## config.mk

```make
export PLATFORM = sky130hd
export DESIGN_NAME = seg7_scan_decoder
export DESIGN_NICKNAME = d
export VERILOG_FILES = /design/src/rtl/seg7_pkg.sv /design/src/rtl/seg7_pattern_decode.sv /design/src/rtl/seg7_scan_decoder.sv
export SDC_FILE = /design/constraint.sdc
export NUM_CORES = 1
export LEC_CHECK = 0
export CORE_ASPECT_RATIO = 0.5
export CORE_MARGIN = 8
export CORE_UTILIZATION = 50
export DETAILED_ROUTE_END_ITERATION = 7
export PLACE_DENSITY_LB_ADDON = 0.2
export REMOVE_ABC_BUFFERS = 1
export SLEW_MARGIN = 20
export SYNTH_ARGS = -nofsm -noshare
export SYNTH_HDL_FRONTEND = slang
export SYNTH_HIERARCHICAL = 1
export SYNTH_SLANG_ARGS = --single-unit
export TNS_END_PERCENT = 10
```

## constraint.sdc

```tcl
create_clock -name clk -period 3 [get_ports clk]
set_input_delay 0.45 -clock clk [delete_from_list [all_inputs] [get_ports clk]]
set_output_delay 0.45 -clock clk [all_outputs]
set_load 0.1 [all_outputs]
```

## src/rtl/seg7_pkg.sv

```systemverilog
// Shared constants for the seven-segment scan decoder: segment patterns (gfedcba,
// active-low), decoded digit codes and the slot-capture FSM states.
package seg7_pkg;

    localparam logic [6:0] SEG_0     = 7'h40;
    localparam logic [6:0] SEG_1     = 7'h79;
    localparam logic [6:0] SEG_2     = 7'h24;
    localparam logic [6:0] SEG_3     = 7'h30;
    localparam logic [6:0] SEG_4     = 7'h19;
    localparam logic [6:0] SEG_5     = 7'h12;
    localparam logic [6:0] SEG_6     = 7'h02;
    localparam logic [6:0] SEG_7     = 7'h78;
    localparam logic [6:0] SEG_8     = 7'h00;
    localparam logic [6:0] SEG_9     = 7'h10;
    localparam logic [6:0] SEG_BLANK = 7'h7F;

    localparam logic [3:0] CODE_BLANK = 4'hA;
    localparam logic [3:0] CODE_BAD   = 4'hF;

    localparam logic [3:0] AN_OFF = 4'b1111;

    typedef enum logic [1:0] {
        IDLE     = 2'd0,
        SETTLING = 2'd1,
        HELD     = 2'd2
    } state_t;

    // True when exactly one anode line is pulled low.
    function automatic logic one_low(input logic [3:0] an);
        case (an)
            4'b1110, 4'b1101, 4'b1011, 4'b0111: one_low = 1'b1;
            default:                            one_low = 1'b0;
        endcase
    endfunction

endpackage

```

## src/rtl/seg7_pattern_decode.sv

```systemverilog
// Combinational decode of an active-low gfedcba pattern to a digit code
// (0-9, blank, or the unrecognised code).
module seg7_pattern_decode
    import seg7_pkg::*;
(
    input  logic [6:0] pattern,
    output logic [3:0] code
);

    always_comb begin
        code = CODE_BAD;
        case (pattern)
            SEG_0:     code = 4'd0;
            SEG_1:     code = 4'd1;
            SEG_2:     code = 4'd2;
            SEG_3:     code = 4'd3;
            SEG_4:     code = 4'd4;
            SEG_5:     code = 4'd5;
            SEG_6:     code = 4'd6;
            SEG_7:     code = 4'd7;
            SEG_8:     code = 4'd8;
            SEG_9:     code = 4'd9;
            SEG_BLANK: code = CODE_BLANK;
            default:   code = CODE_BAD;
        endcase
    end

endmodule

```

## src/rtl/seg7_scan_decoder.sv

```systemverilog
// Observes a multiplexed 4-digit seven-segment display (seg/an, active-low), waits
// for each digit slot to settle, decodes it and publishes complete 4-digit frames.
module seg7_scan_decoder
    import seg7_pkg::*;
#(
    parameter int SETTLE_CYCLES = 4
) (
    input  logic        clk,
    input  logic        rst_n,
    input  logic [7:0]  seg,
    input  logic [3:0]  an,
    output logic [15:0] digits,
    output logic [3:0]  dp,
    output logic [3:0]  code_err,
    output logic        frame_valid,
    output logic        an_err
);

    localparam int CW = $clog2(SETTLE_CYCLES + 1);
    localparam logic [CW-1:0] CNT_MAX  = CW'(SETTLE_CYCLES);
    localparam logic [CW-1:0] CNT_LAST = CW'(SETTLE_CYCLES - 1);

    logic [7:0]      seg_q, seg_p;
    logic [3:0]      an_q, an_p;
    logic [CW-1:0]   cnt;
    state_t          state, state_nx;
    logic            stable;
    logic            capture;
    logic            multi;
    logic [3:0]      code;
    logic [3:0]      seen, seen_nx;
    logic [3:0][3:0] shadow;
    logic [3:0]      shadow_dp;
    logic [3:0]      shadow_bad;

    seg7_pattern_decode u_decode (
        .pattern (seg_q[6:0]),
        .code    (code)
    );

    assign stable = ({seg_q, an_q} == {seg_p, an_p});

    always_comb begin
        state_nx = state;
        capture  = 1'b0;
        multi    = 1'b0;
        case (state)
            IDLE: begin
                if (an_q != AN_OFF) state_nx = SETTLING;
            end
            SETTLING: begin
                if (!stable) begin
                    state_nx = (an_q == AN_OFF) ? IDLE : SETTLING;
                end else if (cnt == CNT_LAST) begin
                    // Counter becomes SETTLE_CYCLES on this edge: the slot is settled.
                    state_nx = HELD;
                    capture  = one_low(an_q);
                    multi    = !one_low(an_q);
                end
            end
            HELD: begin
                if (!stable) state_nx = (an_q == AN_OFF) ? IDLE : SETTLING;
            end
            default: state_nx = IDLE;
        endcase
    end

    // A capture in the completing cycle starts the next frame.
    always_comb begin
        seen_nx = (seen == 4'b1111) ? 4'b0000 : seen;
        if (capture) seen_nx = seen_nx | ~an_q;
    end

    always_comb begin
        for (int k = 0; k < 4; k++) shadow_bad[k] = (shadow[k] == CODE_BAD);
    end

    always_ff @(posedge clk or negedge rst_n) begin
        if (!rst_n) begin
            seg_q <= 8'hFF;
            an_q  <= AN_OFF;
            seg_p <= 8'hFF;
            an_p  <= AN_OFF;
            cnt   <= '0;
            state <= IDLE;
        end else begin
            seg_q <= seg;
            an_q  <= an;
            seg_p <= seg_q;
            an_p  <= an_q;
            state <= state_nx;
            if (!stable)             cnt <= '0;
            else if (cnt != CNT_MAX) cnt <= cnt + 1'b1;
        end
    end

    always_ff @(posedge clk or negedge rst_n) begin
        if (!rst_n) begin
            seen        <= 4'b0000;
            shadow      <= {4{CODE_BLANK}};
            shadow_dp   <= 4'b0000;
            digits      <= {4{CODE_BLANK}};
            dp          <= 4'b0000;
            code_err    <= 4'b0000;
            frame_valid <= 1'b0;
            an_err      <= 1'b0;
        end else begin
            seen   <= seen_nx;
            an_err <= multi;
            for (int k = 0; k < 4; k++) begin
                if (capture && !an_q[k]) begin
                    shadow[k]    <= code;
                    shadow_dp[k] <= ~seg_q[7];
                end
            end
            if (seen == 4'b1111) begin
                digits      <= shadow;
                dp          <= shadow_dp;
                code_err    <= shadow_bad;
                frame_valid <= 1'b1;
            end else begin
                frame_valid <= 1'b0;
            end
        end
    end

endmodule

```

Yosys cells after proc, flatten, opt, wreduce, memory -nomap -nowiden

Index checks and enable logic that the tools add are counted.

Logic and storage cells: 89
Input port bits: 14
Register bits after elaboration: 79

Reductions and logical operators: 13
Eq/ne operators: 30
Add/sub/neg operators: 1
Mux-type cells: 22
Bitwise gates (word level): 3

Operators with widths:

| operator                                                        | number |
|---|---|
| 4-bit case mux with 11 select lines                             | 1 |
| 4-bit == test, second input constant                            | 9 |
| 7-bit == test, second input constant                            | 4 |
| 7-bit by 5-bit == test with 1-bit output, second input constant | 3 |
| 7-bit by 6-bit == test with 1-bit output, second input constant | 2 |
| 12-bit == test                                                  | 1 |
| 1-bit 2-to-1 mux                                                | 12 |
| 2-bit 2-to-1 mux                                                | 4 |
| 4-bit 2-to-1 mux                                                | 2 |
| 7-bit by 2-bit == test with 1-bit output, second input constant | 1 |
| 7-bit zero test                                                 | 1 |
| 3-bit 2-to-1 mux                                                | 2 |
| 3-bit inequality test, second input constant                    | 2 |
| 2-bit case mux with 3 select lines                              | 1 |
| 1-bit zero test                                                 | 5 |
| 4-bit by 3-bit == test with 1-bit output, second input constant | 1 |
| 1-bit logical AND                                               | 4 |
| 2-bit inequality test, second input constant                    | 2 |
| 4-bit inequality test, second input constant                    | 1 |
| 4-bit NOT                                                       | 1 |
| 4-bit bitwise OR                                                | 1 |
| 4-bit OR reduction                                              | 1 |
| 3-bit by 1-bit adder with 3-bit output, second input constant   | 1 |
| 3-bit by 2-bit == test with 1-bit output, second input constant | 1 |
| 6 further kinds                                                 | 6 |

Depth between registers and ports, before layout

Gate-level depths: netlist (run 1).

Word-level depth: 10
Depth in mapped cells: 6
Gate-level depth less buffers: 5

Hierarchy

Netlist (run 1), hierarchy kept.

By module, submodules not included:

| module              | instances | area an instance (um2) | sequential area each (um2) | cells an instance |
|---|---|---|---|---|
| seg7_scan_decoder   | 1         | 3035.4                 | 2026.9                     | 232 |
| seg7_pattern_decode | 1         | 165.2                  | 0.0                        | 26 |

Worst setup path before layout (run 1)

OpenSTA, ideal clock, no wires.

Path kind: reg2reg
From: register seg_q[1]
To: register shadow[10] in the netlist's numbering
Required time: 2875 ps
Arrival time: 2025 ps
Slack: 850 ps
Path buffers: 1
Stages on the path, launching flop included: 7
Period minus slack after synthesis: 2150 ps
Setup time: 125 ps
Path through: dfstp_2 -> xor2_1 -> nor4_1 -> nand3_2 -> buf_6 -> nor4_4 -> mux2_4

Longest elaborated chain between the ends: 4
Elaborated cells on any way between the ends: 16
Those cells by class: eq/ne (11); mux (3); reduce/logical (2)

Ends and longest elaborated chain:

| what                           | RTL line                 | source |
|---|---|---|
| start: declaration             | seg7_scan_decoder.sv:23  | `logic [7:0] seg_q, seg_p;` |
| start signal: assignment       | seg7_scan_decoder.sv:87  | `seg_q <= seg;` |
| 12-bit == test                 | seg7_scan_decoder.sv:41  | `assign stable = ({seg_q, an_q} == {seg_p, an_p});` |
| 1-bit 2-to-1 mux               | seg7_scan_decoder.sv:52  | `if (!stable) begin` |
| 1-bit 2-to-1 mux               | seg7_scan_decoder.sv:47  | `case (state)` |
| 1-bit logical AND              | seg7_scan_decoder.sv:111 | `if (capture && !an_q[k]) begin` |
| end signal: assignment         | seg7_scan_decoder.sv:100 | `shadow <= {4{CODE_BLANK}};` |
| end signal: indexed assignment | seg7_scan_decoder.sv:112 | `shadow[k] <= code;` |
| end: declaration               | seg7_scan_decoder.sv:32  | `logic [3:0][3:0] shadow;` |

Several ways; a longest one is shown, not always the timed one.
A chain may end at the register's enable or synchronous reset.

Worst setup path after layout (run 1)

From: register seg_q[1]
To: register shadow[14] in the netlist's numbering

The elaborated chain is that of the path after synthesis.

==> impl_metrics.env, run 1 <==
export IMPL_antenna_left=0
export IMPL_max_stage_delay_ps=600
export IMPL_clock_latency_ps=330
export IMPL_synth_simple_gate_area_frac=0.171
export IMPL_routedWlPerCell_microns=15.0
export IMPL_rsz0062_at_grt="no"
export IMPL_fillCellCount=479
export IMPL_ys_warn_count=6
export IMPL_crit_type="reg -> reg"
export IMPL_cts_resized=0
export IMPL_cp_slowest_cell="dfstp_2"
export IMPL_area_delta_synth_final_pct=22.2
export IMPL_tns_ps=0
export IMPL_p_leak_nw=1.83
export IMPL_timing_final_crit_share=0.810
export IMPL_synthMuxAreaShare=0.0735
export IMPL_multi_input_area_sq_mm=0.00111
export IMPL_drtIter0Drc=75
export IMPL_clk_path_buf_depth=2
export IMPL_num_vias=2078
export IMPL_slew_headroom=0.373
export IMPL_drc_errors=0
export IMPL_ir_worst_vdd_mv=0.496
export IMPL_synth_edf_count=0
export IMPL_worstMarginPinSlew_ps=941
export IMPL_regArea_sq_mm=0.00203
export IMPL_min_period_ps=2430
export IMPL_die_area_sq_mm=0.00937
export IMPL_synth_top_family_by_area="simple AND/OR/NAND/NOR gates"
export IMPL_min_path_type="in -> async"
export IMPL_grt_ovfl_total=0
export IMPL_ys_ff_latch=79
export IMPL_num_antenna_cells=0
export IMPL_syn_inst=258
export IMPL_synthAdderAreaFrac=0.0149
export IMPL_cts_sinks=79
export IMPL_drive_gt1_frac=0.360
export IMPL_htree_num_levels=3
export IMPL_critPathRequiredTime_ps=3210
export IMPL_cts_hold_buf=0
export IMPL_clockRootBuffer="clkbuf_16"
export IMPL_synth_xor_area_share=0.0383
export IMPL_gp_congestion=0.780
export IMPL_clk_pin_slew_ps=60
export IMPL_grt_max_degree=80
export IMPL_finalCoreUtilization=0.638
export IMPL_core_area_sq_mm=0.00613
export IMPL_fp_dieH_microns=72.6
export IMPL_cts_buffers=9
export IMPL_synthFlopType="dfstp_2"
export IMPL_most_common_layout_cells="61 x nand2_1, 40 x dfstp_2, 39 x dfrtp_1"
export IMPL_synth_distinct_cells=42
export IMPL_hold_viol_final=0
export IMPL_post_cts_setup_buffers=0
export IMPL_drv_cap=0
export IMPL_finalMaxSlewViolations=0
export IMPL_grtUsageTotal=0.140
export IMPL_die_w_microns=129
export IMPL_antenna_found_initial=0
export IMPL_rows=20
export IMPL_power_density_mw_per_mm2=577
export IMPL_initial_core_util=0.522
export IMPL_cp_start_kind="flip-flop"
export IMPL_synthArstFlopShare=1.00
export IMPL_vias_per_cell=5.25
export IMPL_io_buffers=39
export IMPL_final_common_cell="nand2_1"
export IMPL_crit_fanout=11
export IMPL_first_pass_iters=4
export IMPL_worst_slack_ps=569
export IMPL_setup_violations=0
export IMPL_status="finished, final reports clean"
export IMPL_yosysSeqAreaShare=0.633
export IMPL_finalNetCount=321
export IMPL_cts_tree="yes"
export IMPL_worstPathCellList="xor2_1, nor4_1, nand3_2, nor4_4, mux2_2"
export IMPL_drt_wl_total_microns=5920
export IMPL_io_pins=40
export IMPL_cp_end_kind="flip-flop"
export IMPL_finalClockSkew_ps=7.55
export IMPL_grt_pass1_vias=2055
export IMPL_grt_pass1_wl_microns=10100
export IMPL_synth_compound_area_frac=0.0493
export IMPL_dp_hpwl_microns=4230
export IMPL_pre_cts_slack_ps=560
export IMPL_synth_area_per_cell_sq_um=12.4
export IMPL_cp_data_arrival_time_ps=2640
export IMPL_fmax_ghz=0.411
export IMPL_r2r_slack_ps=570
export IMPL_synth_area_sq_mm=0.00320
-- per-stage QoR --
step / std cells / power, mW / area (sq um) / hold WS, ps
after floorplan: 253 / 1.16 / 3170 / 154
after global placement: 381 / 1.21 / 3610 / 395
after detailed placement: 381 / 1.21 / 3610 / 399
after CTS: 396 / 2.29 / 3910 / 295
after global routing: 396 / 2.34 / 3910 / 354
final: 396 / 2.26 / 3910 / 271
-- power breakdown --
group	total [mW]	internal (mW)	switching, mW
registers	1.12	1.10	0.0218
logic	0.0723	0.0311	0.0412
clock network	1.06	0.679	0.384
total	2.26	1.81	0.447
-- final cells by class --
class                           instances  area share
Sequential cell                        79       0.518
Multi-Input combinational cell        164       0.284
Timing Repair Buffer                   40      0.0844
Clock buffer                           11      0.0646
Tap cell                               88      0.0281
Clock inverter                          4      0.0115
Inverter                               10     0.00959
-- critical path, delay by kind of cell (launching register included) --
kind / cells / cell delay [ps]
muxes: 1 / 390
DFF: 1 / 600
xor gates and xnor gates: 1 / 80
and+or+nand+nor: 3 / 1240
-- Yosys cell counts, types with 2 or more instances --
cell	number	area, sq um
nor2_1	3	11.3
nor4_1	2	12.5
nand2_1	61	229
dfrtp_1	39	976
nand2b_1	2	12.5
xor2_1	13	114
nor4_4	2	42.5
o22ai_1	2	12.5
mux2_2	12	135
nand4_1	8	50.1
clkbuf_1	4	15.0
dfstp_2	40	1050
nand4b_1	2	17.5
a21o_1	4	30.0
mux2_4	4	60.1
o21ai_0	10	50.1
mux2i_1	4	40.0
nand3_1	5	25.0
nor4_2	2	25.0
a21oi_1	5	25.0
or3_1	2	12.5
inv_1	9	33.8
nor3_1	2	10.0
ha_1	3	37.5
-- registers in the layout, indices dropped and copies added (netlist names) --
register and flops:
an_p 4, state 2, an_err 1, shadow 16, code_err 4, dp 4
frame_valid 1, seg_q 8, seg_p 8, an_q 4, seen 4, cnt 3
digits 16, shadow_dp 4
-- cell families (layout without fill, tap and decap cells) --
| family | after synthesis | after routing |
|---|---|---|
| AND/OR/NAND/NOR | 100 | 100 |
| flip-flops | 79 | 79 |
| AO/OA/AOI/OAI | 26 | 26 |
| multiplexers | 20 | 20 |
| buffers and inverters | 15 | 65 |
| XOR/XNOR | 14 | 14 |
| adder cells (fa/ha/maj) | 4 | 4 |
-- per-layer routing --
layer | wire [microns] | global-route usage | vias to the layer above | part of all wire
met5 | 0 | 0 | - | 0
met4 | 111 | 0.0697 | 0 | 0.019
met3 | 379 | 0.0583 | 11 | 0.064
met2 | 2570 | 0.200 | 46 | 0.43
met1 | 2860 | 0.180 | 1047 | 0.48
li1 | - | - | 974 | -
-- path summary, 6_finish.rpt --
check | startpoint | endpoint | cells past startpoint
worst max-delay path | seg_q[1] | shadow[14] | 5
worst min-delay path | rst_n | cnt[0] | 1
worst max register to register | seg_q[1] | shadow[14] | 5
worst min register to register | seg_q[7] | seg_p[7] | 0
max in group asynchronous | rst_n | code_err[0] | 1
min in group clk | seg_q[7] | seg_p[7] | 0
Power figures use the tool's default switching activity.
==> run 2: changes to the inputs <==
--- a/config.mk
+++ b/config.mk
@@ -7,7 +7,7 @@
 export LEC_CHECK = 0
 export CORE_ASPECT_RATIO = 0.5
 export CORE_MARGIN = 8
-export CORE_UTILIZATION = 50
+export CORE_UTILIZATION = 49
 export DETAILED_ROUTE_END_ITERATION = 7
 export PLACE_DENSITY_LB_ADDON = 0.2
 export REMOVE_ABC_BUFFERS = 1
==> constraint.sdc (replaced) <==
create_clock -name clk -period 2 [get_ports clk]
set_input_delay 0.3 -clock clk [delete_from_list [all_inputs] [get_ports clk]]
set_output_delay 0.3 -clock clk [all_outputs]
set_load 0.1 [all_outputs]
==> run 2 against run 1 <==
  * Maximum frequency is 14% higher
  * Register-to-register slack worse by 700 ps
  * Setup slack got worse by 700 ps
  * Largest power group unchanged
  * The run now ends with setup timing left
==> impl_metrics.env, run 2 (synthesized netlist as in run 1, its figures left out) <==
export IMPL_tns_ps=-952
export IMPL_routedWlPerCell_microns=15.1
export IMPL_fp_dieH_microns=73.2
export IMPL_drc_errors=0
export IMPL_finalNetCount=355
export IMPL_status="complete, but fails checks"
export IMPL_setup_violations=14
export IMPL_cts_buffers=9
export IMPL_biggestRegsByFlops="digits (16), shadow (16)"
export IMPL_r2r_slack_ps=-130
export IMPL_reg2regPathDepth=7
export IMPL_crit_fanout=5
export IMPL_rows=20
export IMPL_core_area_sq_mm=0.00618
export IMPL_cp_data_arrival_time_ps=2390
export IMPL_grt_max_degree=45
export IMPL_clk_path_buf_depth=2
export IMPL_die_area_sq_mm=0.00953
export IMPL_dp_hpwl_microns=4550
export IMPL_clock_latency_ps=330
export IMPL_drtIter0Drc=95
export IMPL_finalClockSkew_ps=7.78
export IMPL_met1_usage=0.183
export IMPL_timing_final_crit_share=1.07
export IMPL_die_w_microns=130
export IMPL_area_delta_synth_final_pct=35.3
export IMPL_crit_path_start="seg_q[1]"
export IMPL_violations="setup timing"
export IMPL_worstMarginPinSlew_ps=568
export IMPL_dpl_cell_area_sq_mm=0.00389
export IMPL_drive_gt1_frac=0.440
export IMPL_power_density_mw_per_mm2=794
export IMPL_vias_per_cell=5.03
export IMPL_stdcell_area_sq_mm=0.00433
export IMPL_p_leak_nw=2.02
export IMPL_clockRootBuffer="clkbuf_16"
export IMPL_drt_wl_total_microns=6510
export IMPL_timing_hold_ws_ps=373
export IMPL_cp_end_kind="flip-flop"
export IMPL_antenna_left=0
export IMPL_pre_cts_slack_ps=-262
export IMPL_cp_start_kind="flip-flop"
export IMPL_cts_sinks=79
export IMPL_rsz0062_at_grt="yes"
export IMPL_slew_headroom=0.621
export IMPL_io_pins=40
export IMPL_finalCoreUtilization=0.700
export IMPL_grt_pass1_wl_microns=11100
export IMPL_drv_cap=0
export IMPL_first_pass_iters=4
export IMPL_multi_input_area_sq_mm=0.00118
export IMPL_rr_startpoint="seg_q[1]"
export IMPL_htree_num_levels=3
export IMPL_endpoint="shadow[9]"
export IMPL_num_antenna_cells=0
export IMPL_hold_viol_final=0
export IMPL_grt_ovfl_total=0
export IMPL_regArea_sq_mm=0.00203
export IMPL_crit_type="reg -> reg"
export IMPL_finalMaxSlewViolations=0
export IMPL_initial_core_util=0.518
export IMPL_ir_worst_vdd_mv=0.502
export IMPL_min_period_ps=2130
export IMPL_gp_congestion=0.802
export IMPL_cts_tree="yes"
export IMPL_num_vias=2166
export IMPL_clk_pin_slew_ps=60
export IMPL_grtUsageMet2=0.243
export IMPL_critPathRequiredTime_ps=2260
export IMPL_top_usage_layer="met2"
export IMPL_r2r_end="shadow[9]"
export IMPL_grt_util_met3=0.0437
export IMPL_grt_pass1_vias=2317
export IMPL_fillCellCount=418
export IMPL_worst_slack_ps=-133
export IMPL_grtUsageTotal=0.149
export IMPL_min_path_type="in -> reg"
export IMPL_final_common_cell="nand2_1"
export IMPL_io_buffers=39
export IMPL_fmax_ghz=0.469
export IMPL_antenna_found_initial=0
export IMPL_most_common_layout_cells="61 x nand2_1, 51 x buf_4, 40 x dfstp_2"
-- run 2: changes by cell type in the layout (fill, tap and decap cells not counted), sizes merged --
cell         change
bufinv           -1
clkinv           -2
clkinvlp         +1
clkbuf           +2
buf             +33
dlygate4sd3      +1
inv              +1
-- run 2: metrics by stage --
step | std cells | total power [mW]
after floorplan | 253 | 1.74
after global placement | 409 | 1.84
after detailed placement | 409 | 1.85
after CTS | 430 | 3.48
after global routing | 431 | 3.57
final | 431 | 3.44
-- run 2: final cells by class --
| class | instances | area share |
|---|---|---|
| Sequential cell | 79 | 0.468 |
| Multi-Input combinational cell | 164 | 0.273 |
| Timing Repair Buffer | 74 | 0.155 |
| Clock buffer | 13 | 0.0653 |
| Tap cell | 88 | 0.0254 |
| Inverter | 10 | 0.00867 |
| Clock inverter | 3 | 0.00520 |
-- run 2: critical path: stages (launching register included) --
cell and delay [ps]:
dfstp_2 560, buf_4 120, buf_4 120, and2b_2 220, nand4_1 120, o22ai_1 100
or4b_4 530, mux2_4 280
-- run 2: worst min path at each step --
stage	from	end	cells after the start
floorplan	rst_n	an_err	0
global placement	rst_n	dp[2]	1
detailed placement	rst_n	dp[2]	1
CTS	seg[2]	seg_q[2]	1
global route	an[3]	an_q[3]	1
finish	an[2]	an_q[2]	1
-- run 2: where the power goes --
group	internal [mW]	switching, mW	total, mW
registers	1.65	0.0180	1.66
clock network	0.995	0.609	1.60
logic	0.0804	0.0913	0.172
total	2.72	0.718	3.44
-- run 2: what timing repair did --
| action | in CTS | in global routing |
|---|---|---|
| setup endpoints to repair | 24 | 23 |
| hold buffers | 1 | 0 |
| endpoints found under the hold margin | 18 | 0 |
| pin swaps | 7 | 6 |
| gates resized for setup | 11 | 13 |
| buffers inserted | 4 | 1 |
| cloned | 0 | 0 |
-- run 2: per-layer routing --
metal / routed length (microns) / up-vias
met3: 337 / 8
li1: - / 1037
met2: 3090 / 56
met1: 3020 / 1065
met5: 0 / -
met4: 59 / 0
==> run 3: changes to the inputs <==
--- a/config.mk
+++ b/config.mk
@@ -6,10 +6,10 @@
 export NUM_CORES = 1
 export LEC_CHECK = 0
 export CORE_ASPECT_RATIO = 0.5
-export CORE_MARGIN = 8
+export CORE_MARGIN = 2
 export CORE_UTILIZATION = 49
 export DETAILED_ROUTE_END_ITERATION = 7
-export PLACE_DENSITY_LB_ADDON = 0.2
+export PLACE_DENSITY = 0.8
 export REMOVE_ABC_BUFFERS = 1
 export SLEW_MARGIN = 20
 export SYNTH_ARGS = -nofsm -noshare
==> run 3 against run 2 <==
  * The flow still finishes with violations (setup timing)
  * Sequential power barely moved
  * Combinational power rose by 11%
  * Via count up 4.9%
  * Worst hold slack worse by 6.6 ps
  * Clock power is 4% lower
  * Setup slack got worse by 6.9 ps
  * Critical path type unchanged
  * Highest routed layer unchanged
==> impl_metrics.env, run 3 (synthesized netlist as in run 1, its figures left out) <==
export IMPL_most_common_layout_cells="61 x nand2_1, 49 x buf_4, 40 x dfstp_2"
export IMPL_slew_headroom=0.623
export IMPL_cp_slowest_cell="or4b_4"
export IMPL_hold_viol_final=0
export IMPL_min_period_ps=2140
export IMPL_timing_final_crit_share=1.07
export IMPL_worstPathCellList="buf_4, buf_4, a211o_1, o22ai_2, nand4b_1, or4b_4, mux2_4"
export IMPL_antenna_found_initial=0
export IMPL_clockRootBuffer="clkbuf_16"
export IMPL_status="complete, but fails checks"
export IMPL_grt_pass1_vias=2265
export IMPL_htree_num_levels=3
export IMPL_met1Wirelength_microns=3040
export IMPL_setup_violations=12
export IMPL_first_pass_iters=4
export IMPL_vias_per_cell=5.24
export IMPL_die_area_sq_mm=0.00723
export IMPL_seq_power_share=0.492
export IMPL_core_area_sq_mm=0.00618
export IMPL_initial_core_util=0.518
export IMPL_internal_power_mw=2.65
export IMPL_antenna_left=0
export IMPL_grt_max_degree=37
export IMPL_power_total_mw=3.39
export IMPL_routedWlPerCell_microns=16.1
export IMPL_num_antenna_cells=0
export IMPL_crit_type="reg -> reg"
export IMPL_cp_end_kind="flip-flop"
export IMPL_combPwrFrac=0.056
export IMPL_drt_wl_total_microns=7010
export IMPL_violations="setup timing"
export IMPL_worst_slack_ps=-140
export IMPL_stdcell_area_sq_mm=0.00435
export IMPL_top_layer="met4"
export IMPL_grt_ovfl_total=0
export IMPL_max_stage_delay_ps=510
export IMPL_dp_hpwl_microns=4500
export IMPL_cts_sinks=79
export IMPL_cts_buffers=9
export IMPL_r2r_slack_ps=-140
export IMPL_clk_pin_slew_ps=60
export IMPL_drive_gt1_frac=0.454
export IMPL_fp_dieH_microns=61.2
export IMPL_num_vias=2273
export IMPL_drv_cap=0
export IMPL_critPathRequiredTime_ps=2260
export IMPL_finalClockSkew_ps=9.27
export IMPL_cp_data_arrival_time_ps=2400
export IMPL_dpl_cell_area_sq_mm=0.00387
export IMPL_regArea_sq_mm=0.00203
export IMPL_cts_tree="yes"
export IMPL_min_path_type="in -> reg"
export IMPL_cp_common_cell="buf_4"
export IMPL_cp_start_kind="flip-flop"
export IMPL_finalMaxSlewViolations=0
export IMPL_grtUsageTotal=0.204
export IMPL_grt_pass1_wl_microns=11100
export IMPL_final_common_cell="nand2_1"
export IMPL_area_delta_synth_final_pct=36.0
export IMPL_worstMarginPinSlew_ps=566
export IMPL_ir_worst_vdd_mv=0.448
export IMPL_fillCellCount=408
export IMPL_pwr_share_clk=0.452
export IMPL_biggestRegsByFlops="digits (16), shadow (16)"
export IMPL_p_leak_nw=2.04
export IMPL_rows=20
export IMPL_drtIter0Drc=95
export IMPL_rsz0062_at_grt="yes"
export IMPL_fmax_ghz=0.467
export IMPL_drc_errors=0
export IMPL_io_buffers=39
export IMPL_gp_congestion=0.790
export IMPL_wl_met3_microns=307
export IMPL_finalNetCount=358
export IMPL_power_density_mw_per_mm2=778
export IMPL_clk_path_buf_depth=2
export IMPL_io_pins=40
export IMPL_dr_wl_met2_microns=3500
export IMPL_multi_input_area_sq_mm=0.00119
export IMPL_clock_latency_ps=340
export IMPL_die_w_microns=118
export IMPL_netSwitchingPower_mw=0.735
export IMPL_crit_fanout=4
export IMPL_swShare=0.217
==> run 3: worst paths after layout <==
check	startpoint	to	depth (start not counted)
hold reg to reg	seg_q[3]	seg_p[3]	0
min in group asynchronous	rst_n	state[1]	2
setup reg to reg	seg_q[3]	shadow[5]	7
hold / removal	an[1]	an_q[1]	1
max in group asynchronous	rst_n	seg_p[1]	3
setup / recovery	seg_q[3]	shadow[5]	7
==> run 3: cell type report <==
cell class / count / area share
Sequential cell: 79 / 0.466
Inverter: 10 / 0.00863
Timing Repair Buffer: 77 / 0.160
Multi-Input combinational cell: 164 / 0.275
Clock inverter: 4 / 0.00661
Clock buffer: 12 / 0.0592
Tap cell: 88 / 0.0253
==> run 3: timing repair <==
action	CTS	global route
endpoints found under the setup margin	23	23
endpoints found under the hold margin	8	0
pin swaps	12	2
buffers inserted	7	1
hold buffers	1	0
resized for setup	19	11
==> run 3: routing by layer <==
metal,vias up,track usage
met5,-,0
li1,1047,-
met4,0,0.0929
met1,1146,0.244
met3,18,0.0602
met2,62,0.356
==> run 3: critical path: cells and delay by family (launching register included) <==
| family | cells | cell delay [ps] |
|---|---|---|
| AO/OA/AOI/OAI | 2 | 440 |
| buffers and inverters | 2 | 290 |
| flip-flops | 1 | 390 |
| multiplexers | 1 | 280 |
| AND/OR/NAND/NOR | 2 | 670 |
==> run 3: power groups by stage <==
stage	combinational (mW)	clock, mW	sequential (mW)
final	0.191	1.53	1.66
after floorplan	0.0455	0	1.70
after CTS	0.182	1.56	1.66
after detailed placement	0.163	0	1.69
after global placement	0.160	0	1.69
after global routing	0.205	1.63	1.67
==> run 3: stage by stage <==
stage	TNS [ps]	setup WS, ps	hold slack [ps]	utilization	cells
5_1_grt	-2400	-187	359	0.704	434
3_3_place_gp	-1920	-166	323	0.627	409
2_1_floorplan	-2290	-217	4.41	-	253
6_report	-820	-140	366	0.704	434
4_1_cts	-781	-88.3	360	0.696	433
3_5_place_dp	-3100	-228	331	0.627	409
